--- src/rtl/vec_mag_seq.sv ---
// -----------------------------------------------------------------------------
// vec_mag_seq
//   Iterative vector-magnitude unit: mag = sqrt(x^2 + y^2) for unsigned W-bit
//   operands. Both squares are formed in parallel by W shift-add cycles. The
//   sum is then reduced by a restoring square root that resolves one result
//   bit (two radicand bits) per cycle over W+1 cycles. The result is floor or
//   round-to-nearest, selected by ROUND, and comes with a perfect-square flag.
//
// Parameters
//   W      operand width in bits (2..16)
//   ROUND  0 = floor(sqrt), 1 = round to nearest integer
//
// Ports
//   clk    in   1    system clock, rising edge
//   rst_n  in   1    asynchronous active-low reset
//   ena    in   1    global enable; when low all state holds (done still clears)
//   start  in   1    request, sampled only in IDLE with ena=1
//   x, y   in   W    unsigned operands, captured on start
//   busy   out  1    high from the start-capture edge until the done edge
//   done   out  1    one-cycle pulse; mag/exact valid from this cycle
//   mag    out  W+1  magnitude, held until the next done
//   exact  out  1    x^2+y^2 is a perfect square, held with mag
// -----------------------------------------------------------------------------
module vec_mag_seq #(
    parameter int W     = 8,
    parameter int ROUND = 0
) (
    input  logic         clk,
    input  logic         rst_n,
    input  logic         ena,
    input  logic         start,
    input  logic [W-1:0] x,
    input  logic [W-1:0] y,
    output logic         busy,
    output logic         done,
    output logic [W:0]   mag,
    output logic         exact
);

    localparam int PW = 2 * W;       // width of one square
    localparam int RW = 2 * W + 2;   // radicand / remainder / root working width
    localparam int CW = $clog2(W + 2);

    typedef enum logic [1:0] {
        S_IDLE = 2'd0,
        S_SQR  = 2'd1,
        S_ROOT = 2'd2
    } state_t;

    // Round-to-nearest: after the floor root r, rem = sum - r^2, and
    // sum > r^2 + r  <=>  rem > r. Integer sums can never land on a tie.
    function automatic logic [W:0] round_mag(input logic [W:0]    root,
                                             input logic [RW-1:0] rem);
        logic up;
        up = (ROUND != 0) && (rem > RW'(root));
        return root + {{W{1'b0}}, up};
    endfunction

    state_t          state_q,  state_d;
    logic [CW-1:0]   cnt_q,    cnt_d;
    logic [W-1:0]    x_q,      x_d;       // multiplier, shifted right each cycle
    logic [W-1:0]    y_q,      y_d;
    logic [PW-1:0]   x_sh_q,   x_sh_d;    // multiplicand, x << cnt
    logic [PW-1:0]   y_sh_q,   y_sh_d;
    logic [PW-1:0]   sum_x_q,  sum_x_d;
    logic [PW-1:0]   sum_y_q,  sum_y_d;
    logic [RW-1:0]   rem_q,    rem_d;
    logic [RW-1:0]   root_q,   root_d;
    logic [RW-1:0]   bit_q,    bit_d;
    logic            busy_q,   busy_d;
    logic            done_q,   done_d;
    logic [W:0]      mag_q,    mag_d;
    logic            exact_q,  exact_d;

    // One restoring-root step on the current registers.
    logic [RW-1:0]   trial;
    logic            take;
    logic [RW-1:0]   rem_n;
    logic [RW-1:0]   root_n;

    always_comb begin
        trial  = root_q + bit_q;
        take   = (rem_q >= trial);
        rem_n  = take ? (rem_q - trial) : rem_q;
        root_n = take ? ((root_q >> 1) + bit_q) : (root_q >> 1);
    end

    always_comb begin
        state_d = state_q;
        cnt_d   = cnt_q;
        x_d     = x_q;
        y_d     = y_q;
        x_sh_d  = x_sh_q;
        y_sh_d  = y_sh_q;
        sum_x_d = sum_x_q;
        sum_y_d = sum_y_q;
        rem_d   = rem_q;
        root_d  = root_q;
        bit_d   = bit_q;
        busy_d  = busy_q;
        mag_d   = mag_q;
        exact_d = exact_q;
        // done never stretches, even across a stall
        done_d  = 1'b0;

        if (ena) begin
            unique case (state_q)
                S_IDLE: begin
                    if (start) begin
                        x_d     = x;
                        y_d     = y;
                        x_sh_d  = {{W{1'b0}}, x};
                        y_sh_d  = {{W{1'b0}}, y};
                        sum_x_d = '0;
                        sum_y_d = '0;
                        cnt_d   = '0;
                        busy_d  = 1'b1;
                        state_d = S_SQR;
                    end
                end

                S_SQR: begin
                    if (cnt_q == CW'(W)) begin
                        // All partial products are in; load the root datapath.
                        rem_d   = RW'(sum_x_q) + RW'(sum_y_q);
                        root_d  = '0;
                        bit_d   = RW'(1) << (2 * W);
                        cnt_d   = '0;
                        state_d = S_ROOT;
                    end else begin
                        sum_x_d = sum_x_q + (x_q[0] ? x_sh_q : '0);
                        sum_y_d = sum_y_q + (y_q[0] ? y_sh_q : '0);
                        x_d     = x_q >> 1;
                        y_d     = y_q >> 1;
                        x_sh_d  = x_sh_q << 1;
                        y_sh_d  = y_sh_q << 1;
                        cnt_d   = cnt_q + CW'(1);
                    end
                end

                S_ROOT: begin
                    rem_d  = rem_n;
                    root_d = root_n;
                    bit_d  = bit_q >> 2;
                    if (cnt_q == CW'(W)) begin
                        // Final step: root_n is floor(sqrt(sum)) and fits W+1 bits.
                        mag_d   = round_mag(root_n[W:0], rem_n);
                        exact_d = (rem_n == '0);
                        done_d  = 1'b1;
                        busy_d  = 1'b0;
                        cnt_d   = '0;
                        state_d = S_IDLE;
                    end else begin
                        cnt_d = cnt_q + CW'(1);
                    end
                end

                default: begin
                    state_d = S_IDLE;
                    busy_d  = 1'b0;
                end
            endcase
        end
    end

    always_ff @(posedge clk or negedge rst_n) begin
        if (!rst_n) begin
            state_q <= S_IDLE;
            cnt_q   <= '0;
            x_q     <= '0;
            y_q     <= '0;
            x_sh_q  <= '0;
            y_sh_q  <= '0;
            sum_x_q <= '0;
            sum_y_q <= '0;
            rem_q   <= '0;
            root_q  <= '0;
            bit_q   <= '0;
            busy_q  <= 1'b0;
            done_q  <= 1'b0;
            mag_q   <= '0;
            exact_q <= 1'b0;
        end else begin
            state_q <= state_d;
            cnt_q   <= cnt_d;
            x_q     <= x_d;
            y_q     <= y_d;
            x_sh_q  <= x_sh_d;
            y_sh_q  <= y_sh_d;
            sum_x_q <= sum_x_d;
            sum_y_q <= sum_y_d;
            rem_q   <= rem_d;
            root_q  <= root_d;
            bit_q   <= bit_d;
            busy_q  <= busy_d;
            done_q  <= done_d;
            mag_q   <= mag_d;
            exact_q <= exact_d;
        end
    end

    assign busy  = busy_q;
    assign done  = done_q;
    assign mag   = mag_q;
    assign exact = exact_q;

endmodule

--- config.mk ---
export PLATFORM = sky130hd
export DESIGN_NAME = vec_mag_seq
export DESIGN_NICKNAME = d
export VERILOG_FILES = /design/src/rtl/vec_mag_seq.sv
export SDC_FILE = /design/constraint.sdc
export NUM_CORES = 1
export LEC_CHECK = 0
export CORE_MARGIN = 2
export CORE_UTILIZATION = 60
export CTS_CLUSTER_DIAMETER = 40
export DETAILED_ROUTE_END_ITERATION = 10
export PLACE_DENSITY_LB_ADDON = 0.08
export SETUP_SLACK_MARGIN = 0.02
export SYNTH_ARGS = -nofsm -noshare
export SYNTH_HDL_FRONTEND = slang
export SYNTH_SLANG_ARGS = --single-unit
--- constraint.sdc ---
create_clock -name clk -period 4.9 [get_ports clk]
set_input_delay 1.47 -clock clk [delete_from_list [all_inputs] [get_ports clk]]
set_output_delay 1.47 -clock clk [all_outputs]
set_load 0.005 [all_outputs]
-- Yosys cells after proc, flatten, opt, wreduce, memory -nomap -nowiden
Cells that the tools add are included.
- bits in latches: 0
- bits in registers: 152
- input bits: 20
- output and inout port bits: 12
- memories: 0
- memory bits (writable): 0
- memory bits (read-only): 0
- word-level logic and storage cells: 83
- mux-type cells: 40
- shift-type cells: 0
- reduce and logical (&&, ||, !) cells: 12
- $mul: 0
- add/subtract/negate cells: 7
- $lt $le $gt $ge: 1
- equality and inequality tests: 7
- bitwise logic cells: 1
- divide/modulo/power cells: 0
- operator list (kind ; count):
    16-bit 2-to-1 mux ; 9
    16-bit case mux with 2 select lines ; 4
    18-bit case mux with 2 select lines ; 3
    18-bit 2-to-1 mux ; 5
    16-bit adder ; 2
    8-bit 2-to-1 mux ; 4
    8-bit case mux with 2 select lines ; 2
    17-bit by 18-bit adder with 18-bit output ; 1
    18-bit adder ; 1
    18-bit greater-or-equal comparator ; 1
    18-bit logical NOT ; 1
    18-bit subtractor ; 1
    16-bit by 16-bit adder with 17-bit output ; 1
    4-bit AND reduction ; 3
    3-bit AND reduction ; 3
    4-bit 2-to-1 mux ; 2
    2-bit != test (second input constant) ; 4
    4-bit case mux with 2 select lines ; 1
    2-bit 2-to-1 mux ; 3
    2-bit case mux with 3 select lines ; 1
    2-bit nonzero test ; 3
    1-bit 2-to-1 mux ; 5
    4-bit by 1-bit adder with 4-bit output (second input constant) ; 1
    4-bit equality test (second input constant) ; 1
    6 further kinds ; 6

-- Logic depth before layout (Yosys ltp)
Gate-level depths: netlist of run 1.
- word-level depth: 4
- mapped depth: 21

-- Worst setup path after synthesis of run 1
No wires, ideal clock.
- path kind: register to register
- from: register bit_q[0]
- to: register rem_q[13]
- cell stages (with the launch flop): 20
- data required time: 4.774 ns
- setup slack: 0.785 ns
- arrival: 3.989 ns
- buffers on the path: 1
- cells stage by stage: dfrtp_1 > ha_1 > ha_1 > a21oi_1 > o21bai_1 > a31o_1 > a31o_2 > a31o_1 > a31oi_1 > nor2_1 > o21ai_1 > xor2_1 > ha_1 > or2_2 > a21o_1 > a31oi_4 > buf_6 > mux2i_1 > nor2_1 > a221o_1
- cells in the longest elaborated chain, start to end: 4
- elaborated cells on any way between the ends: 5
- those cells by class: add/sub: 2; order compare: 1; mux: 2
- RTL lines (item ; RTL line ; text):
    start: declaration ; 69 ; logic [RW-1:0] bit_q, bit_d;
    start signal: assignment ; 194 ; bit_q <= bit_d;
    18-bit adder * ; 82 ; trial = root_q + bit_q;
    18-bit subtractor / 18-bit greater-or-equal comparator (equally long branches) ; 84, 83 ;
    18-bit 2-to-1 mux * ; 84 ; rem_n = take ? (rem_q - trial) : rem_q;
    18-bit case mux with 2 select lines * ; 107 ; unique case (state_q)
    end signal: assignment ; 192 ; rem_q <= rem_d;
    end: declaration ; 67 ; logic [RW-1:0] rem_q, rem_d;
Every way passes the cells marked *; elsewhere a longest branch is shown, timed or not.
A chain may end at the register's enable or synchronous reset.

-- Final worst setup path of run 1
- from: register bit_q[0]
- to: register rem_q[12]
The elaborated chain is that of the path after synthesis.

==> results of run 1 <==
## layout make-up
cell class                 instances  area [sq um]  area share
sequential                       143          3580       0.325
timing repair buffer              44           459      0.0418
multi-input combinational        833          5960       0.542
clock inverter                    10           150      0.0137
clock buffer                      22           464      0.0422
inverter                          31           116      0.0106
tap                              216           270      0.0246
## report_power, final
group / total (W) / internal, W / switching [W]
Sequential: 0.00182 / 0.00149 / 0.000333
Combinational: 0.00342 / 0.00147 / 0.00195
Clock: 0.00137 / 0.000836 / 0.000534
## cells in the final DEF, fill, tap and decap left out, drive strengths merged, types with 4 or more instances in the layout
cell,n
dfrtp,143
nand2,124
ha,89
o21ai,63
xnor2,58
a22o,58
nor2,58
a21oi,57
inv,35
and2,33
clkdlybuf4s50,30
xor2,28
a22oi,26
nor3,25
nand3,22
clkbuf,22
a31oi,18
a21o,17
o21bai,16
buf,14
mux2i,12
nor2b,11
o21a,11
and3,8
a31o,8
o221ai,7
a221o,7
or2,6
o211ai,6
nand4,5
o2111ai,5
nand2b,5
or3,5
a222oi,4
o31ai,4
nand3b,4
fa,4
## stage by stage
stage | cells | hold WS [ns] | util
finish | 1299 | 0.476 | 0.690
global route | 1299 | 0.519 | 0.690
CTS | 1296 | 0.482 | 0.688
detailed placement | 1264 | 0.469 | 0.649
global placement | 1264 | 0.463 | 0.649
floorplan | 1048 | 0.456 | -
## metal layers
layer | share of wire | GRT usage | vias up
li1 | - | - | 3886
met1 | 0.45 | 0.325 | 3773
met2 | 0.50 | 0.457 | 167
met3 | 0.034 | 0.0481 | 31
met4 | 0.023 | 0.0930 | 0
met5 | 0 | 0 | -
## path summary, 6_finish.rpt
kind	start	endpoint	slack [ns]	cells past startpoint
max in group asynchronous	rst_n	rem_q[17]	3.01	2
max reg2reg	bit_q[0]	rem_q[12]	0.46	20
min	mag[8]	mag[8]	0.48	2
min in group asynchronous	rst_n	done	1.09	1
max	bit_q[0]	rem_q[12]	0.46	20
min reg2reg	mag[8]	mag[8]	0.48	2
## critical path, cell delays in order, from the launching register on
cell and delay, ns:
dfrtp_1 0.39, ha_1 0.21, ha_1 0.21, a21oi_1 0.20, o21bai_1 0.12, a31o_1 0.24, a31o_2 0.26, a31o_1 0.23
a31oi_1 0.21, nor2_1 0.07, o21ai_1 0.15, xor2_1 0.17, ha_1 0.29, or2_2 0.30, a21oi_1 0.15, a31oi_1 0.08
a31oi_4 0.20, buf_12 0.16, nand2b_1 0.28, nor3_1 0.12, a221o_1 0.27
## cells by family (layout without fill, tap and decap cells)
kind of cell             after synthesis  in the layout  share of synthesized area
multiplexers                          14             14                     0.0145
buffers and inverters                 72            107                     0.0307
AND/OR/NAND/NOR                      314            314                      0.150
XOR/XNOR                              86             86                     0.0766
flip-flops                           143            143                      0.364
AO/OA/AOI/OAI                        326            326                      0.243
adder cells (fa/ha/maj)               93             93                      0.121
## state kept, by name, indices dropped and copies added (netlist names)
register  count
y_q           8
exact         1
busy          1
done          1
mag           9
state_q       2
root_q       18
sum_y_q      16
rem_q        18
x_sh_q       16
bit_q         9
y_sh_q       16
sum_x_q      16
x_q           8
cnt_q         4
==> metrics.yaml, run 1 <==
dpl_worst_slack_ns: 0.316
cts-root-buf: "clkbuf_16"
post-route-period-util: 0.907
drive_above_1_share: 0.0693
via_per_inst: 6.05
syn_nets: 1161
fin_crit_ns: 4.44
synth_commonest_cells: "143 x dfrtp_1, 123 x nand2_1, 89 x ha_1"
power_density_nw_per_um2: 601
synth_edf_count: 0
yosysTopAreaCell: "dfrtp_1"
globalRouteOverflowTotal: 0
synth_cells: 1048
tightest_slew_ns: 0.933
fillers: 1280
cts_max_path_buffers: 2
critical_path_required_ns: 5.21
p_leak_nw: 5.26
synth_top_cells_by_area: "dfrtp_1 36%, ha_1 11%, a22o_1 5.2%"
start_kind: "register"
grt_antenna_before_repair: 0
wl_per_cell_um: 16.8
syn_area_sq_um: 9830
syn2layout_area_growth_pct: 11.9
vias: 7857
portBuffers: 31
peakVddDrop_uv: 330
power.total_w: 0.00661
hold_buffers: 0
cap_violations: 0
clk_latency_ns: 0.44
async_flop_share: 1.00
post_dp_cell_area_sq_um: 10300
hp-class: "reg2reg"
final_hold_viol_count: 0
finClkSkew_ns: 0.00975
yosysTopAreaCellShare: 0.364
rsz0062_at_grt: "no"
drt_wl_total_um: 21900
grt_max_degree: 99
rows: 46
yosysMostFrequentCell: "dfrtp_1"
die_w_um: 132
numCtsBuffers: 17
arrival_ns: 4.76
slew_violations: 0
ant_nets: 0
grtUsageTotal: 0.262
finalSetupViolCount: 0
yosysWarnings: 0
place_congestion: 0.886
end_kind: "register"
worstSetupPathType: "reg2reg"
max_freq_mhz: 225
cts_tree: "yes"
initial_utilization: 0.616
post-dp-hpwl_um: 15500
core_sq_um: 15900
drc_errors: 0
clk_pin_slew_worst_paths_ns: 0.06
ios: 32
fin_area_sq_um: 11000
clock-sinks: 143
synthFlopType: "dfrtp_1"
die_h_um: 132
ys_seq_area_frac: 0.364
ctsResizeCount: 0
dieArea_sq_um: 17400
h-tree-depth: 4
grt_pass1_vias: 7744
nets: 1183
insertedDiodeCount: 0
finalWorstSetupSlack_ns: 0.457
path_max_fanout: 13
cts_setup_buffers: 0
grt_pass1_wl_um: 37200
first_pass_iters: 5
syn_area_per_cell_sq_um: 9.38
ys_ff_latch: 143
outcome: "finished clean"
slew_headroom: 0.378
synth_cell_type_count: 67
drt_iter0_drc: 637
fin_tns_setup_ns: 0
Power figures use the tool's default switching activity.
==> inputs of run 2 (changes only) <==
CAP_MARGIN = 25   (was not set)
==> results of run 2 <==
Same layout as run 1: the final DEF is identical, and so are final timing and power.
